`config.mk`:
```
export PLATFORM = sky130hd
export DESIGN_NAME = mem_bus_arbiter
export DESIGN_NICKNAME = d
export VERILOG_FILES = /design/src/rtl/mem_bus_arbiter_pkg.sv /design/src/rtl/mem_bus_arbiter_watchdog.sv /design/src/rtl/mem_bus_arbiter.sv
export SDC_FILE = /design/constraint.sdc
export NUM_CORES = 1
export LEC_CHECK = 0
export ABC_AREA = 1
export BUFFER_PORTS_ARGS = -buffer_cell sky130_fd_sc_hd__buf_2
export CAP_MARGIN = 5
export CORE_MARGIN = 2
export CORE_UTILIZATION = 35
export CTS_BUF_LIST = sky130_fd_sc_hd__clkbuf_2
export DETAILED_ROUTE_END_ITERATION = 10
export GPL_TIMING_DRIVEN = 0
export SLEW_MARGIN = 20
export SYNTH_ARGS = -nofsm -noshare
export SYNTH_HDL_FRONTEND = slang
export SYNTH_SLANG_ARGS = --single-unit
```
`constraint.sdc`:
```
create_clock -name cpu_clk_50M -period 1.9 [get_ports cpu_clk_50M]
set_input_delay 0.38 -clock cpu_clk_50M [delete_from_list [all_inputs] [get_ports cpu_clk_50M]]
set_output_delay 0.38 -clock cpu_clk_50M [all_outputs]
set_load 0.05 [all_outputs]
```
`src/rtl/mem_bus_arbiter_pkg.sv`:
```
`default_nettype none
// ============================================================================
// Module      : mem_bus_arbiter_pkg
// Description : Shared types and defaults for the IF/MEM unified bus arbiter.
// Revision    : 1.0 - initial release
// ============================================================================

package mem_bus_arbiter_pkg;

  typedef enum logic [1:0] {
    ARB_IDLE  = 2'd0,
    ARB_DATA  = 2'd1,
    ARB_INST  = 2'd2,
    ARB_DRAIN = 2'd3
  } arb_state_t;

  localparam logic [31:0] DEFAULT_ADDR_MASK      = 32'h1fff_ffff;
  localparam int          DEFAULT_TIMEOUT_CYCLES = 255;
  localparam logic [3:0]  c_BE_WORD              = 4'hf;

  typedef struct packed {
    logic [31:0] addr;
    logic [3:0]  be;
    logic        wr;
    logic [31:0] wdata;
  } bus_cmd_t;

  function automatic bus_cmd_t make_cmd(input logic [31:0] addr,
                                        input logic [31:0] mask,
                                        input logic [3:0]  be,
                                        input logic        wr,
                                        input logic [31:0] wdata);
    bus_cmd_t cmd;
    cmd.addr  = addr & mask;
    cmd.be    = be;
    cmd.wr    = wr;
    cmd.wdata = wdata;
    return cmd;
  endfunction

endpackage

`default_nettype wire

```
`src/rtl/mem_bus_arbiter_watchdog.sv`:
```
`default_nettype none
// ============================================================================
// Module      : mem_bus_watchdog
// Description : Counts unacknowledged bus cycles and flags an expired request.
// Revision    : 1.0 - initial release
// ============================================================================

module mem_bus_watchdog #(
  parameter int TIMEOUT_CYCLES = 255
) (
  input  logic clk,
  input  logic rst,
  input  logic i_active,
  input  logic i_ack,
  output logic o_expire
);

  localparam int c_NEED_W = $clog2(TIMEOUT_CYCLES + 1);
  localparam int c_CNT_W  = (c_NEED_W > 8) ? c_NEED_W : 8;
  localparam logic [c_CNT_W-1:0] c_LIMIT = c_CNT_W'(TIMEOUT_CYCLES - 1);

  logic [c_CNT_W-1:0] r_count;

  // Expires on the TIMEOUT_CYCLES-th consecutive cycle of an unanswered request
  assign o_expire = i_active & ~i_ack & (r_count == c_LIMIT);

  always_ff @(posedge clk) begin
    if (rst || !i_active || i_ack || o_expire) begin
      r_count <= '0;
    end else begin
      r_count <= r_count + 1'b1;
    end
  end

endmodule

`default_nettype wire

```
`src/rtl/mem_bus_arbiter.sv`:
```
`default_nettype none
// ============================================================================
// Module      : mem_bus_arbiter
// Description : Shares one SRAM bus between IF fetches and MEM data accesses;
//               MEM_BUS_ARB_TIMEOUT_EN adds a request watchdog driving bus_err.
// Revision    : 1.0 - initial release
// ============================================================================

module mem_bus_arbiter
  import mem_bus_arbiter_pkg::*;
#(
  parameter logic [31:0] ADDR_MASK      = DEFAULT_ADDR_MASK,
  parameter int          TIMEOUT_CYCLES = DEFAULT_TIMEOUT_CYCLES
) (
  input  logic        cpu_clk_50M,
  input  logic        cpu_rst,
  input  logic        ice,
  input  logic [31:0] iaddr,
  output logic [31:0] inst,
  input  logic        dce,
  input  logic [31:0] daddr,
  input  logic [3:0]  we,
  input  logic [31:0] din,
  input  logic [3:0]  dre,
  output logic [31:0] dm,
  input  logic        flush,
  output logic        stall_req_if,
  output logic        stall_req_mem,
  output logic        bus_req,
  output logic [31:0] bus_addr,
  output logic [3:0]  bus_be,
  output logic        bus_wr,
  output logic [31:0] bus_wdata,
  input  logic [31:0] bus_rdata,
  input  logic        bus_ack,
  output logic        bus_err
);

  arb_state_t  r_state;
  bus_cmd_t    r_cmd;
  logic        r_bus_req;
  logic        r_d_done;
  logic        r_i_done;
  logic [31:0] r_inst;
  logic [31:0] r_dm;

  logic        w_d_pend;
  logic        w_i_pend;
  logic        w_advance;
  logic        w_timeout;
  logic        w_finish;
  logic        w_start_data;
  logic        w_start_inst;
  logic [31:0] w_result;
  bus_cmd_t    w_data_cmd;
  bus_cmd_t    w_inst_cmd;

  assign w_d_pend      = dce & ~r_d_done;
  assign w_i_pend      = ice & ~r_i_done;
  assign stall_req_mem = w_d_pend & ~flush;
  assign stall_req_if  = w_i_pend & ~flush;
  assign w_advance     = ~stall_req_mem & ~stall_req_if;

  assign w_data_cmd = make_cmd(daddr, ADDR_MASK, we | dre, |we, din);
  assign w_inst_cmd = make_cmd(iaddr, ADDR_MASK, c_BE_WORD, 1'b0, din);
  assign w_finish   = bus_ack | w_timeout;
  assign w_result   = w_timeout ? 32'h0 : bus_rdata;

  // Data wins in IDLE; a pending fetch chains onto the data ack with no gap
  always_comb begin
    w_start_data = 1'b0;
    w_start_inst = 1'b0;
    if (!flush) begin
      case (r_state)
        ARB_IDLE: begin
          w_start_data = w_d_pend;
          w_start_inst = ~w_d_pend & w_i_pend;
        end
        ARB_DATA: w_start_inst = bus_ack & w_i_pend;
        ARB_INST: w_start_data = bus_ack & w_d_pend;
        default:  ;
      endcase
    end
  end

  always_ff @(posedge cpu_clk_50M) begin
    if (cpu_rst) begin
      r_state   <= ARB_IDLE;
      r_bus_req <= 1'b0;
      r_cmd     <= '0;
      r_d_done  <= 1'b0;
      r_i_done  <= 1'b0;
      r_inst    <= 32'h0;
      r_dm      <= 32'h0;
    end else begin
      if (w_advance) begin
        r_d_done <= 1'b0;
        r_i_done <= 1'b0;
      end
      case (r_state)
        ARB_DATA, ARB_INST: begin
          if (w_finish) begin
            // A flush on the completing edge discards the result
            if (!flush) begin
              if (r_state == ARB_DATA) begin
                r_d_done <= 1'b1;
                if (!r_cmd.wr) r_dm <= w_result;
              end else begin
                r_i_done <= 1'b1;
                r_inst   <= w_result;
              end
            end
            r_state   <= ARB_IDLE;
            r_bus_req <= 1'b0;
          end else if (flush) begin
            r_state <= ARB_DRAIN;
          end
        end
        ARB_DRAIN: begin
          if (w_finish) begin
            r_state   <= ARB_IDLE;
            r_bus_req <= 1'b0;
          end
        end
        default: ;
      endcase
      // A new issue overrides the return to IDLE above
      if (w_start_data) begin
        r_state   <= ARB_DATA;
        r_bus_req <= 1'b1;
        r_cmd     <= w_data_cmd;
      end else if (w_start_inst) begin
        r_state   <= ARB_INST;
        r_bus_req <= 1'b1;
        r_cmd     <= w_inst_cmd;
      end
    end
  end

`ifdef MEM_BUS_ARB_TIMEOUT_EN
  logic r_bus_err;

  mem_bus_watchdog #(
    .TIMEOUT_CYCLES(TIMEOUT_CYCLES)
  ) u_watchdog (
    .clk      (cpu_clk_50M),
    .rst      (cpu_rst),
    .i_active (r_bus_req),
    .i_ack    (bus_ack),
    .o_expire (w_timeout)
  );

  always_ff @(posedge cpu_clk_50M) begin
    if (cpu_rst) begin
      r_bus_err <= 1'b0;
    end else begin
      r_bus_err <= w_timeout;
    end
  end

  assign bus_err = r_bus_err;
`else
  assign w_timeout = 1'b0;
  assign bus_err   = 1'b0;
`endif

  assign inst      = r_inst;
  assign dm        = r_dm;
  assign bus_req   = r_bus_req;
  assign bus_addr  = r_cmd.addr;
  assign bus_be    = r_cmd.be;
  assign bus_wr    = r_cmd.wr;
  assign bus_wdata = r_cmd.wdata;

endmodule

`default_nettype wire

```
=== Word-level counts from Yosys, hierarchy flattened ===
Cells that the tools add are included.
Widths: inputs -> output; s select.

* Add/subtract/negate cells: 0
* $mul: 0
* Div/mod/pow operators: 0
* Magnitude comparators: 0
* Eq/ne operators: 7
* Shifts and indexed selects: 0
* Multiplexer cells: 26
* Bitwise logic cells: 17
* Reductions and logical operators: 15

{| class="wikitable"
|+ Operators with widths
! operator !! number
|-
| $mux 66 || 2
|-
| $mux 1 || 17
|-
| $reduce_bool 3->1 || 3
|-
| $and 1x1->1 || 8
|-
| $mux 2 || 4
|-
| $ne 4x4->1 const B || 2
|-
| $not 1->1 || 8
|-
| $reduce_and 3->1 || 2
|-
| $ne 5x5->1 const B || 1
|-
| $reduce_and 5->1 || 1
|-
| $eq 2x2->1 const B || 2
|-
| $or 4x4->4 || 1
|-
| $pmux 1 s2 || 2
|-
| $pmux 2 s2 || 1
|-
| $reduce_and 4->1 || 1
|-
| $reduce_bool 4->1 || 1
|-
| $reduce_or 2->1 || 2
|-
| $reduce_or 4->1 || 1
|-
| $ne 3x3->1 const B || 1
|-
| $reduce_or 3->1 || 1
|-
| $eq 2x1->1 const B || 1
|-
| $logic_not 2->1 || 1
|-
| $reduce_and 2->1 || 1
|-
| $reduce_bool 2->1 || 1
|}

* Bits in registers: 135
* Bits in latches: 0
* Bits in writable memories: 0
* Memory bits (read-only): 0
* Input bits: 142
* Output and inout bits: 137
* Logic and storage cells: 76
* Memories kept: 0

=== Longest topological paths before layout ===
* Depth after elaboration: 10
* Mapped depth: 12
* Mapped depth without buffers: 10

=== Worst setup path before layout ===
No wires, ideal clock.

* Path kind: in2reg
* Start: input port flush
* End: register r_cmd, in the netlist bus_be[0]
* Arrival time: 2.145 ns
* Required time: 1.841 ns
* Setup slack: -0.304 ns
* Cell stages on the path: 5
* Cells stage by stage: nor3b_1 -> nand3_1 -> nand2_1 -> o21ai_0 -> inv_1

* Longest elaborated chain between the ends: 2

{| class="wikitable"
|+ RTL lines
! what !! RTL line !! source
|-
| start, declared || mem_bus_arbiter.sv:26 || <nowiki>input logic flush,</nowiki>
|-
| $mux 1 || mem_bus_arbiter.sv:73 || <nowiki>if (!flush) begin</nowiki>
|-
| $mux 66 or $reduce_bool 2->1 (tied branches) || n/a ||
|-
| end signal, assigned || mem_bus_arbiter.sv:131 || <nowiki>r_cmd <= w_data_cmd;</nowiki>
|-
| end signal, assigned || mem_bus_arbiter.sv:135 || <nowiki>r_cmd <= w_inst_cmd;</nowiki>
|-
| end, declared || mem_bus_arbiter.sv:40 || <nowiki>bus_cmd_t r_cmd;</nowiki>
|}

Several ways; a longest one is shown, not always the timed one.
A chain may end at the register's enable or synchronous reset.

=== Final worst setup path ===
* Start: register r_d_done
* End: output port stall_req_mem

* Longest elaborated chain between the ends: 3

{| class="wikitable"
|+ RTL lines
! what !! RTL line !! source
|-
| start, declared || mem_bus_arbiter.sv:42 || <nowiki>logic r_d_done;</nowiki>
|-
| start signal, assigned || mem_bus_arbiter.sv:91 || <nowiki>r_d_done <= 1'b0;</nowiki>
|-
| start signal, assigned || mem_bus_arbiter.sv:97 || <nowiki>r_d_done <= 1'b0;</nowiki>
|-
| start signal, assigned || mem_bus_arbiter.sv:106 || <nowiki>r_d_done <= 1'b1;</nowiki>
|-
| $not 1->1 || mem_bus_arbiter.sv:58 || <nowiki>assign w_d_pend = dce & ~r_d_done;</nowiki>
|-
| $and 1x1->1 || mem_bus_arbiter.sv:58 ||
|-
| $and 1x1->1 || mem_bus_arbiter.sv:60 || <nowiki>assign stall_req_mem = w_d_pend & ~flush;</nowiki>
|-
| end, declared || mem_bus_arbiter.sv:28 || <nowiki>output logic stall_req_mem,</nowiki>
|}

Every way passes these cells.

==> metrics <==
fin area 9106 um2; FF+latch area 2713 um2; CP max FO 3; global router's overall resource usage 22.35%; hold_ws 0.07935 ns; non-filler instance count after layout 1,522; flop and latch count out of synthesis 135; vias in the first global route 6,258; RSZ-0062 raised after global routing true; Routed WL per cell 13.11 um; crit path launch r_d_done; Fin. Hold Viols 0; synth unique cells 19; Cell Area, Synth 5638 um2; Slew @ Worst Pin 0.6264 ns; I/O pin cnt 279; DP Wirelength 13,330 um; HP Class input port to flop; FILL cells 1,522; Antenna Cells 0; Seq/Total Area, Yosys 47.94%; Worst-path clk slew 0.20 ns; status completed; Die Y 130.9 um; Critical Path AT 1.45 ns; Ys Warns 0; WHS Endpoint bus_addr[24]; initial DRC count 266; combinational fraction of design power 50.8%; Post-DP Area 7266 um2; Int Power 6.172 mW; GRT overflow 0; fmax 547.2 MHz; antenna-violating nets left 0; Placer Congestion 0.7923; final worst path period need 1.828 ns; Net Sw Frac 47.62%; PortBufs 268; Clock Latency Late Sink 0.69 ns; core footprint 15,830 um2; Max Buffers Root-to-Sink 2; P_sw 5.613 mW; Max H-tree Level 4; register share of total power 32.2%; Gate Count Post-Synth 858; die width 130.9 um; vias 6,663; critical path type flop to output pin; Worst Skew 0.02472 ns; r2r endpoint bus_req; DP Cell Count 1,345; TritonCTS buffer count 17; CTS Root Buffer Type clkbuf_2; CTS tree done; Multi-input gate area 2487 um2; hold depth 5; pin count of the biggest net entering global routing 17; Tcrit/Tclk final 96.19%; RR Startpoint r_state[0]; Detailed Routing Iterations Pass 1 5; Final Max Tran Viols 0; Finished Core Util 57.53%; num rows 46; MaxCap Viol Count 0; Final Net Count 1,440; crit start category flop; mean area per synthesized cell 6.571 um2; leak pwr 5.085 nW; final setup TNS 0 ns; Slew headroom 58.24%; Starting Density 35.62%; required time worst endpoint 1.52 ns; r2r worst-path depth 12; Critical Path Sink Type output pin; share of cells above drive strength 1 27.95%; worst vdd ir 0.0007033 V; clock power share 17.1%; final setup violating endpoints 0; antenna violations before repair 0; R2R Setup Slk 0.13 ns; Total Wirelength 19,950 um; vias per cell 4.378; clock sinks 135; hold_sp daddr[24]; area delta synth->final 61.52%; drc violations 0; die area 17,140 um2; first-pass GRT wire length 29,960 um; Cell Pwr Density 1294 nW/um2
==> layout by cell type, fill, tap and decap left out, drive strengths merged <==
cell,instances
a21oi,9
buf,308
bufinv,5
clkbuf,44
clkinv,7
clkinvlp,1
conb,4
dfxtp,135
dlygate4sd3,129
ha,4
inv,79
nand2,234
nand3,7
nor2,266
nor3,1
nor3b,2
o21ai,70
o31ai,1
==> metal layers <==
metal | vias to the layer above | routed length (um) | track usage, %
met1 | 2915 | 8440 | 25.32
met4 | 0 | 622 | 10.26
met3 | 49 | 1750 | 7.940
li1 | 3444 | - | -
met2 | 255 | 9137 | 37.84
met5 | - | 0 | 0
==> synth_stat cells (all sizes together) <==
cell type    n  area share (%)
buf         21             2.2
nor3b        2            0.27
clkbuf      28             1.9
dfxtp      135              48
inv         79             5.3
nand3        7            0.62
a21oi        9             1.0
o31ai        1            0.13
nand2      234              16
nor2       266              18
ha           4            0.89
o21ai       70             6.2
nor3         1            0.18
conb         1           0.067
==> per-stage QoR <==
stage | power (mW) | setup slack [ns]
after floorplan | 7.895 | 0.2317
after global placement | 9.244 | -0.2113
after detailed placement | 9.270 | -0.2163
after CTS | 11.65 | -0.04939
after global routing | 12.58 | -0.05150
final | 11.79 | 0.07242
==> critical path, cell delays in order, from the launching register on <==
cell,delay [ns]
dfxtp_2,0.37
inv_2,0.07
nand3_2,0.09
inv_2,0.09
buf_8,0.14
==> power by group through the flow <==
| stage | clock network (mW) | logic, mW | registers, mW |
|---|---|---|---|
| 6_report | 2.01 | 5.98 | 3.79 |
| 5_1_grt | 2.17 | 6.55 | 3.86 |
| 4_1_cts | 2.08 | 5.80 | 3.77 |
| 3_5_place_dp | 0 | 5.44 | 3.83 |
| 3_3_place_gp | 0 | 5.44 | 3.81 |
| 2_1_floorplan | 0 | 1.99 | 5.91 |
==> flip-flops by register name, indices dropped and copies added (netlist names) <==
name / cells
bus_req: 1
r_i_done: 1
r_d_done: 1
inst: 32
bus_be: 4
bus_addr: 29
r_state: 2
bus_wr: 1
dm: 32
bus_wdata: 32
==> cell families after synthesis <==
logic type,Yosys count,share of synthesized area [%]
flops,135,47.94
simple gates,510,34.49
other cells,1,0.06651
buf+inv,128,9.276
compound gates,80,7.346
fa+ha+maj,4,0.8877
==> what timing repair did <==
action                                  4_1_cts  5_1_grt
hold buffers                                129        0
pin swaps                                     3        6
endpoints found under the hold margin       132        0
gates resized for setup                      33       41
buffers inserted                              9        8
endpoints found under the setup margin      125      127
==> area by class of cell <==
type / count / area share [%]
Clock buffer: 18 / 0.9893
Multi-Input combinational cell: 598 / 27.32
Buffer: 49 / 3.092
Timing Repair Buffer: 414 / 30.56
Inverter: 79 / 3.256
Clock inverter: 13 / 2.034
Tap cell: 216 / 2.968
Sequential cell: 135 / 29.79
==> worst max path at each step <==
stage                          endpoint  slack (ns)  cells after the start
final                     stall_req_mem        0.07                      4
after global routing      stall_req_mem       -0.05                      4
after CTS                  stall_req_if       -0.05                      2
after detailed placement  bus_wdata[16]       -0.22                     11
after global placement         inst[15]       -0.21                      8
after floorplan             bus_addr[0]        0.23                     11
Note: power is estimated with default switching activity, not from simulation.
